**config.mk**
```make
export PLATFORM = sky130hd
export DESIGN_NAME = ctxt_word_packer
export DESIGN_NICKNAME = d
export VERILOG_FILES = /design/src/rtl/cipher_pkg.sv /design/src/rtl/packer_fifo.sv /design/src/rtl/ctxt_word_packer.sv
export SDC_FILE = /design/constraint.sdc
export NUM_CORES = 1
export LEC_CHECK = 0
export CORE_UTILIZATION = 30
export CTS_CLUSTER_SIZE = 16
export DETAILED_ROUTE_END_ITERATION = 6
export HOLD_SLACK_MARGIN = 0.02
export PLACE_DENSITY = 0.56
export SYNTH_ARGS = -nofsm -noshare
export SYNTH_HDL_FRONTEND = slang
export SYNTH_SLANG_ARGS = --single-unit
```
**constraint.sdc**
```tcl
create_clock -name clk -period 3.9 [get_ports clk]
set_input_delay 0.78 -clock clk [delete_from_list [all_inputs] [get_ports clk]]
set_output_delay 0.78 -clock clk [all_outputs]
set_load 0.02 [all_outputs]
```
**src/rtl/cipher_pkg.sv**
```systemverilog
// Shared types for the cipher datapath: byte/word geometry and the packed-word FIFO entry.
package cipher_pkg;

   localparam int BYTE_W     = 8;
   localparam int WORD_BYTES = 4;

   typedef struct packed {
      logic [31:0] data;
      logic [3:0]  keep;
      logic        last;
   } word_entry_t;

   // Lane-enable mask for n_bytes valid lanes, contiguous from lane 0 (n_bytes = 0..4).
   function automatic logic [3:0] keep_mask(input logic [2:0] n_bytes);
      logic [4:0] mask;
      mask = (5'd1 << n_bytes) - 5'd1;
      return mask[3:0];
   endfunction

endpackage

```
**src/rtl/packer_fifo.sv**
```systemverilog
// Synchronous FIFO of packed words with a registered head (no fall-through).
// Pointers carry one extra wrap bit; the head register holds the entry at rd_ptr.
module packer_fifo
   import cipher_pkg::*;
#(
   parameter int DEPTH = 4
) (
   input  logic        clk,
   input  logic        rst_n,
   input  logic        push,
   input  word_entry_t push_entry,
   input  logic        pop,
   output word_entry_t head,
   output logic        head_valid,
   output logic        full,
   output logic        empty
);

   localparam int AW = $clog2(DEPTH);
   localparam logic [AW:0] PTR_ONE = (AW + 1)'(1);

   word_entry_t mem [DEPTH];
   logic [AW:0] wr_ptr;
   logic [AW:0] rd_ptr;
   logic [AW:0] rd_next;
   logic        do_pop;
   logic        do_push;

   assign full    = (wr_ptr[AW] != rd_ptr[AW]) && (wr_ptr[AW-1:0] == rd_ptr[AW-1:0]);
   assign empty   = (wr_ptr == rd_ptr);
   assign do_pop  = pop && head_valid;
   // A full FIFO still accepts a push when the head leaves on the same edge.
   assign do_push = push && (!full || do_pop);
   assign rd_next = do_pop ? (rd_ptr + PTR_ONE) : rd_ptr;

   always_ff @(posedge clk) begin
      if (do_push) begin
         mem[wr_ptr[AW-1:0]] <= push_entry;
      end
   end

   // The head is refreshed from storage only for entries written on an earlier edge,
   // which gives the one-cycle push-to-valid latency and keeps word_ready off any comb path.
   always_ff @(posedge clk or negedge rst_n) begin
      if (!rst_n) begin
         wr_ptr     <= '0;
         rd_ptr     <= '0;
         head       <= '0;
         head_valid <= 1'b0;
      end else begin
         if (do_push) begin
            wr_ptr <= wr_ptr + PTR_ONE;
         end
         rd_ptr <= rd_next;
         if (rd_next != wr_ptr) begin
            head       <= mem[rd_next[AW-1:0]];
            head_valid <= 1'b1;
         end else begin
            head_valid <= 1'b0;
         end
      end
   end

endmodule

```
**src/rtl/ctxt_word_packer.sv**
```systemverilog
// Packs cipher output bytes little-endian into 32-bit words and queues them for a
// valid/ready consumer. The byte source cannot stall, so a full queue drops and flags overflow.
module ctxt_word_packer
   import cipher_pkg::*;
#(
   parameter int FIFO_DEPTH = 4
) (
   input  logic        clk,
   input  logic        rst_n,
   input  logic [7:0]  ctxt_char,
   input  logic        dout_valid,
   input  logic        in_last,
   input  logic        flush,
   output logic [31:0] word_data,
   output logic [3:0]  word_keep,
   output logic        word_last,
   output logic        word_valid,
   input  logic        word_ready,
   output logic        overflow
);

   logic [1:0]  cnt;
   logic [31:0] acc;
   logic [31:0] merged;
   logic        push;
   logic        pop;
   logic        full;
   logic        empty;
   word_entry_t entry;
   word_entry_t head;

   // Build the entry for this cycle: a byte closes the word on lane 3, in_last or flush;
   // a lone flush closes whatever partial word is pending.
   always_comb begin
      merged = acc;
      merged[{cnt, 3'b000} +: BYTE_W] = ctxt_char;
      push  = 1'b0;
      entry = '0;
      if (dout_valid) begin
         entry.data = merged;
         entry.keep = keep_mask({1'b0, cnt} + 3'd1);
         entry.last = in_last || flush;
         push       = (cnt == 2'd3) || in_last || flush;
      end else if (flush && (cnt != 2'd0)) begin
         entry.data = acc;
         entry.keep = keep_mask({1'b0, cnt});
         entry.last = 1'b1;
         push       = 1'b1;
      end
   end

   assign pop = word_valid && word_ready && !empty;

   always_ff @(posedge clk or negedge rst_n) begin
      if (!rst_n) begin
         cnt      <= '0;
         acc      <= '0;
         overflow <= 1'b0;
      end else begin
         if (push) begin
            cnt <= '0;
            acc <= '0;
         end else if (dout_valid) begin
            cnt <= cnt + 2'd1;
            acc <= merged;
         end
         if (push && full && !pop) begin
            overflow <= 1'b1;
         end
      end
   end

   packer_fifo #(
      .DEPTH(FIFO_DEPTH)
   ) u_fifo (
      .clk        (clk),
      .rst_n      (rst_n),
      .push       (push),
      .push_entry (entry),
      .pop        (pop),
      .head       (head),
      .head_valid (word_valid),
      .full       (full),
      .empty      (empty)
   );

   assign word_data = head.data;
   assign word_keep = head.keep;
   assign word_last = head.last;

endmodule
```
; After elaboration in Yosys (flattened, before gate mapping)
; Memories as Yosys holds them, arrays and structs flattened. A register that Yosys moved wholly into a read port is not among the register bits.
; Cells that the tools add are included.
[totals]
ramBits = 148
elab_cells = 54
latchBits = 0
register_bits = 42
inputBits = 14
output_inout_bits = 39
memories = 1
rom_bits = 0
[mem_list]
columns = memory, words, width, rd, rd_ports_with_merged_regs, write_ports, line_no
row1 = u_fifo.mem, 4, 37, 1, 1, 1, packer_fifo.sv:22  ; word_entry_t mem [DEPTH];
[op_classes]
shifts = 4
add_sub_neg = 7
mul = 0
eq_ne = 5
n_bitwise = 0
mux = 13
n_reduce_logical = 18
order_cmp = 0
div = 0
[op_table]
columns = operator, n
row1 = 37-bit two-way mux, 2
row2 = 32-bit two-way mux, 2
row3 = 32-bit bitwise mux, 1
row4 = 8-bit by 7-bit variable shift with 32-bit output (first input constant), 1
row5 = 8-bit by 7-bit variable part select with 32-bit output, 1
row6 = 1-bit logical AND, 8
row7 = 4-bit by 1-bit subtractor with 4-bit output (second input constant), 2
row8 = 5-bit negator with 7-bit output, 1
row9 = 3-bit by 1-bit adder with 3-bit output (second input constant), 2
row10 = 1-bit two-way mux, 5
row11 = 1-bit logical NOT, 4
row12 = 1-bit logical OR, 4
row13 = 2-bit two-way mux, 2
row14 = 2-bit nonzero test, 2
row15 = 1-bit by 2-bit left shift with 4-bit output (first input constant), 1
row16 = 1-bit by 3-bit left shift with 4-bit output (first input constant), 1
row17 = 2-bit by 1-bit adder with 3-bit output (second input constant), 1
row18 = 3-bit == test, 1
row19 = 3-bit two-way mux, 1
row20 = 3-bit != test, 1
row21 = 2-bit by 1-bit adder with 2-bit output (second input constant), 1
row22 = 2-bit == test, 1
row23 = 2-bit == test (second input constant), 1
row24 = 1-bit != test, 1

; Longest topological paths before layout
[depth]
word_depth = 8
depth_mapped = 8
depth_no_buf = 7

; Cells and area by module
; Synthesis repeated with hierarchy kept, for this count alone.
[unflattened]
cells_unflattened = 723
hier_area_um2 = 10217.3
[modules_own_cells]
columns = mod, area_each_um2, n_inst, seq_area_each_um2, cells_per_inst
row1 = packer_fifo, 8031.5, 1, 5545.3, 501
row2 = ctxt_word_packer, 2185.8, 1, 875.8, 222

; Least setup slack after synthesis
; OpenSTA, ideal clock, no wires.
[synth_timing]
path_kind = flip-flop to flip-flop
from = register cnt[0]
to = memory u_fifo.mem[3][0] in the netlist's numbering (enable)
arrival_time_ps = 2639
period_less_slack_ps = 3039
path_stages_with_launch = 7
required_time_ps = 3501
n_path_buf = 0
setup_time_ps = 399
path_slack_ps = 861
cell_sequence = dfrtp_1 > inv_1 > ha_1 > nand2b_1 > and2_1 > a211oi_1 > and2_1
[synth_via]
elab_chain_len = 7
word_cells_on_any_way = 10
classes_between = eq/ne (1) / mux (4) / reduce/logical (5)
[synth_lines]
columns = item, line_no
row1 = start: declaration, ctxt_word_packer.sv:22  ; logic [1:0] cnt;
row2 = start signal: assignment, ctxt_word_packer.sv:64  ; cnt <= cnt + 2'd1;
row3 = 2-bit nonzero test or 2-bit == test (tied branches), "ctxt_word_packer.sv:44, ctxt_word_packer.sv:43"
row4 = 1-bit logical AND or 1-bit logical OR (tied branches), "ctxt_word_packer.sv:44, ctxt_word_packer.sv:43"
row5 = 1-bit two-way mux or 1-bit logical OR (tied branches), "ctxt_word_packer.sv:44, ctxt_word_packer.sv:43"
row6 = 1-bit two-way mux *, ctxt_word_packer.sv:39  ; if (dout_valid) begin
row7 = 1-bit logical AND *, packer_fifo.sv:33  ; assign do_push = push && (!full || do_pop);
row8 = 1-bit two-way mux *, packer_fifo.sv:37  ; if (do_push) begin
row9 = 1-bit two-way mux (implied by the code) *, packer_fifo.sv:38  ; mem[wr_ptr[AW-1:0]] <= push_entry;
row10 = end: declaration, packer_fifo.sv:22
; Mark *: on every way between the ends. The rest lies on a longest branch, timed or not.

; Final worst setup path
[layout_timing]
from = register u_fifo.rd_ptr[0]
to = register u_fifo.head[23] (netlist name)
[layout_via]
elab_chain_len = 6
word_cells_on_any_way = 7
classes_between = add/sub (1) / eq/ne (2) / mux (1) / reduce/logical (3)
[layout_lines]
columns = item, line_no
row1 = start: declaration, packer_fifo.sv:24  ; logic [AW:0] rd_ptr;
row2 = start signal: assignment, packer_fifo.sv:54  ; rd_ptr <= rd_next;
row3 = branches (longest 4 deep; another with 3-bit by 1-bit adder with 3-bit output), -
row4 = 3-bit two-way mux *, packer_fifo.sv:34  ; assign rd_next = do_pop ? (rd_ptr + PTR_ONE) : rd_ptr;
row5 = 3-bit != test, packer_fifo.sv:55  ; if (rd_next != wr_ptr) begin
; Every way passes the cells marked *.
; A chain may end at the register's enable or synchronous reset.

==> flow_summary.ini <==
[clock_network]
cts.sinks = 227
clk_latency_ns = 0.51
cts_hold_buf = 0
clockBufferDepth = 3
cts_setup_buffers = 0
htreeDepth = 1
cts_tree = done
cts_root_buf = clkbuf_16
cts_made_buffers = 25
clkTransAtPathRegs_ns = 0.06
post_cts_resized = 0

[cells_and_area]
syn_to_final_growth_pct = 19.3
drive_above_1_share = 0.0879
layout_common_cells = edfxtp_1 (148), dfrtp_1 (79), and3_1 (74)
fin_util = 0.367
fill_cells = 3108
seqCellArea_um2 = 6420
nNetsFinal = 828
antenna_cells = 0
final_common_cell = edfxtp_1
multi_input_area_um2 = 3110

[sta]
period_needed_ns = 2.89
skew_ns = 0.0106
drv_slew = 0
worstMarginPinSlew_ns = 0.796
rsz0062_at_grt = no
finalHoldViolCount = 0
finalSetupTns_ns = 0
relSlewSlack = 0.464
fmaxAchievable_mhz = 346
final-setup-viol-count = 0
fin_crit_sh = 0.741

[logic_synthesis]
synthAdderAreaFrac = 0.0153
synth-xor-area-share = 0.00702
yosysWarnings = 0
synth_compound_area_frac = 0.168
yosysSeqAreaShare = 0.655
syn-cell-area_um2 = 9800
synthDistinctLibCells = 40
synth_seq_cells = 227
synthMuxAreaShare = 0
syn_avg_cell_area_um2 = 12.7
synth_top_family_by_area = compound AO/OA/AOI/OAI gates
netlist_instances = 769
synth_fp_nets = 795
yosys.area_share.simple = 0.120

[power]
power.density_nw_per_um2 = 856
p_leak_nw = 4.27
vdd_ir_drop_max_v = 0.000568

[route]
wl_per_cell_um = 20.2
drc = 0
vias_per_cell = 5.14
first_iter_violations = 501
dr_total_vias = 6443
firstDrtPassIters = 5
ant_nets = 0
drt_wl_total_mm = 25.3

[worst_setup_path]
worstPathArrival_ns = 3.30
cp.required_ns = 4.30
r2r_start = u_fifo.rd_ptr[0]
crit_chain = xnor2_1 -> a311o_2 -> buf_4 -> and3_1 -> a221oi_1 -> o31ai_1
crit_path_max_incr_delay_ns = 0.66
cp_max_fo = 46
worst-path-buf-inv = 1
cp-startpoint = u_fifo.rd_ptr[0]
critPathCaptureType = register
critPathTopFamily = compound AO/OA/AOI/OAI gates
worstSetupStartpointType = register
crit_type = reg -> reg
cpMaxStageDelayCell = a311o_2

[global_routing]
grt_usage = 0.153
grt_pass1_wl_mm = 39.3
antenna_found_initial = 0
grt_max_degree = 72
grt_pass1_vias = 6544
grt_overflow_total = 0

[floorplan]
core_um2 = 31900
io_pins = 53
die_w_um = 183
die-area_um2 = 33400
rows = 65
die_y_um = 183
start_util = 0.307

[min_path]
hold_path_class = in -> async

[placement]
portBuffers = 52
gp_congestion = 0.739
hpwl_mm = 14.3

[status]
outcome = complete, no violations

[job]
maxCapViolCount = 0
## routing by layer
metal	track usage	vias to the layer above	wire [um]	share of wire
li1	-	3038	-	-
met1	0.200	3214	11300	0.45
met2	0.260	145	12200	0.48
met3	0.0275	46	1140	0.045
met4	0.0461	0	628	0.025
met5	0	-	0	0
## path summary, 6_finish.rpt
check / to / slack (ns) / cells past startpoint
worst max-delay path: u_fifo.head[23] / 1.01 / 6
worst min-delay path: u_fifo.head[31] / 0.30 / 1
worst max register to register: u_fifo.head[23] / 1.01 / 6
worst min register to register: u_fifo.head[9] / 0.50 / 2
max in group asynchronous: u_fifo.head[13] / 2.86 / 2
min in group clk: u_fifo.head[9] / 0.50 / 2
## where the power goes
part	internal (mW)	total, mW	switching, mW	leakage, nW
clock	1.46	2.37	0.913	0.397
sequential	3.23	3.49	0.257	2.39
combinational	1.53	4.15	2.62	1.49
## kinds of logic after synthesis
family | count (synthesis)
adders and majority gates | 12
DFF | 227
buffers and inverters | 77
and+or+nand+nor | 215
xor gates and xnor gates | 7
AOI/OAI and AO/OA | 231
## sequential cells by signal, summed over array words and instances (netlist names)
name,cells
u_fifo.mem,148
u_fifo.head,37
acc,32
u_fifo.rd_ptr,3
u_fifo.wr_ptr,3
cnt,2
overflow,1
u_fifo.head_valid,1
## through the flow
step / instance area, um2 / instances / worst slack (ns) / power [mW] / hold slack (ns)
after floorplan: 9800 / 769 / 0.861 / 6.22 / 0.480
after global placement: 10900 / 1210 / 0.758 / 7.67 / 0.476
after detailed placement: 10900 / 1210 / 0.720 / 7.76 / 0.495
after CTS: 11700 / 1254 / 1.03 / 10.1 / 0.325
after global routing: 11700 / 1254 / 0.814 / 10.6 / 0.345
final: 11700 / 1254 / 1.01 / 10.0 / 0.300
## final cells by class
class,instances,area share
Clock inverter,11,0.0135
Sequential cell,227,0.549
Tap cell,435,0.0466
Inverter,8,0.00257
Clock buffer,33,0.0570
Timing Repair Buffer,75,0.0645
Multi-Input combinational cell,465,0.266
## cells in the mapped netlist
master       n  share of area
a21boi_0     2         0.0015
nand2_1     46          0.018
o211ai_1     1        0.00077
and3_1      74          0.047
a41o_1       1         0.0010
edfxtp_1   148           0.45
o21ai_0     37          0.019
dfrtp_1     79           0.20
and2_0       1        0.00064
o2bb2ai_1    1        0.00089
a311oi_1     1        0.00089
a21oi_1     33          0.017
buf_1        9         0.0034
nor4b_2      1         0.0015
nand3_1     37          0.019
and2_4       1        0.00089
nor3_1       3         0.0015
clkbuf_1    43          0.016
xor2_1       2         0.0018
buf_6        3         0.0034
a311o_1      2         0.0020
o22ai_1      1        0.00064
xnor2_2      1         0.0017
buf_2       13         0.0066
nand4_1      1        0.00064
inv_1        8         0.0031
o31ai_1     38          0.029
and2_1      12         0.0077
o311ai_0     1        0.00089
a221oi_1    37          0.033
ha_1        12          0.015
a41oi_1      2         0.0018
nor2_1       5         0.0019
a22o_1      32          0.029
buf_4        1        0.00077
xnor2_1      4         0.0036
a211oi_1    38          0.029
o21ai_1      4         0.0020
nand2b_1     1        0.00064
nor2b_1     33          0.021
(Power assumes the default switching activity.)
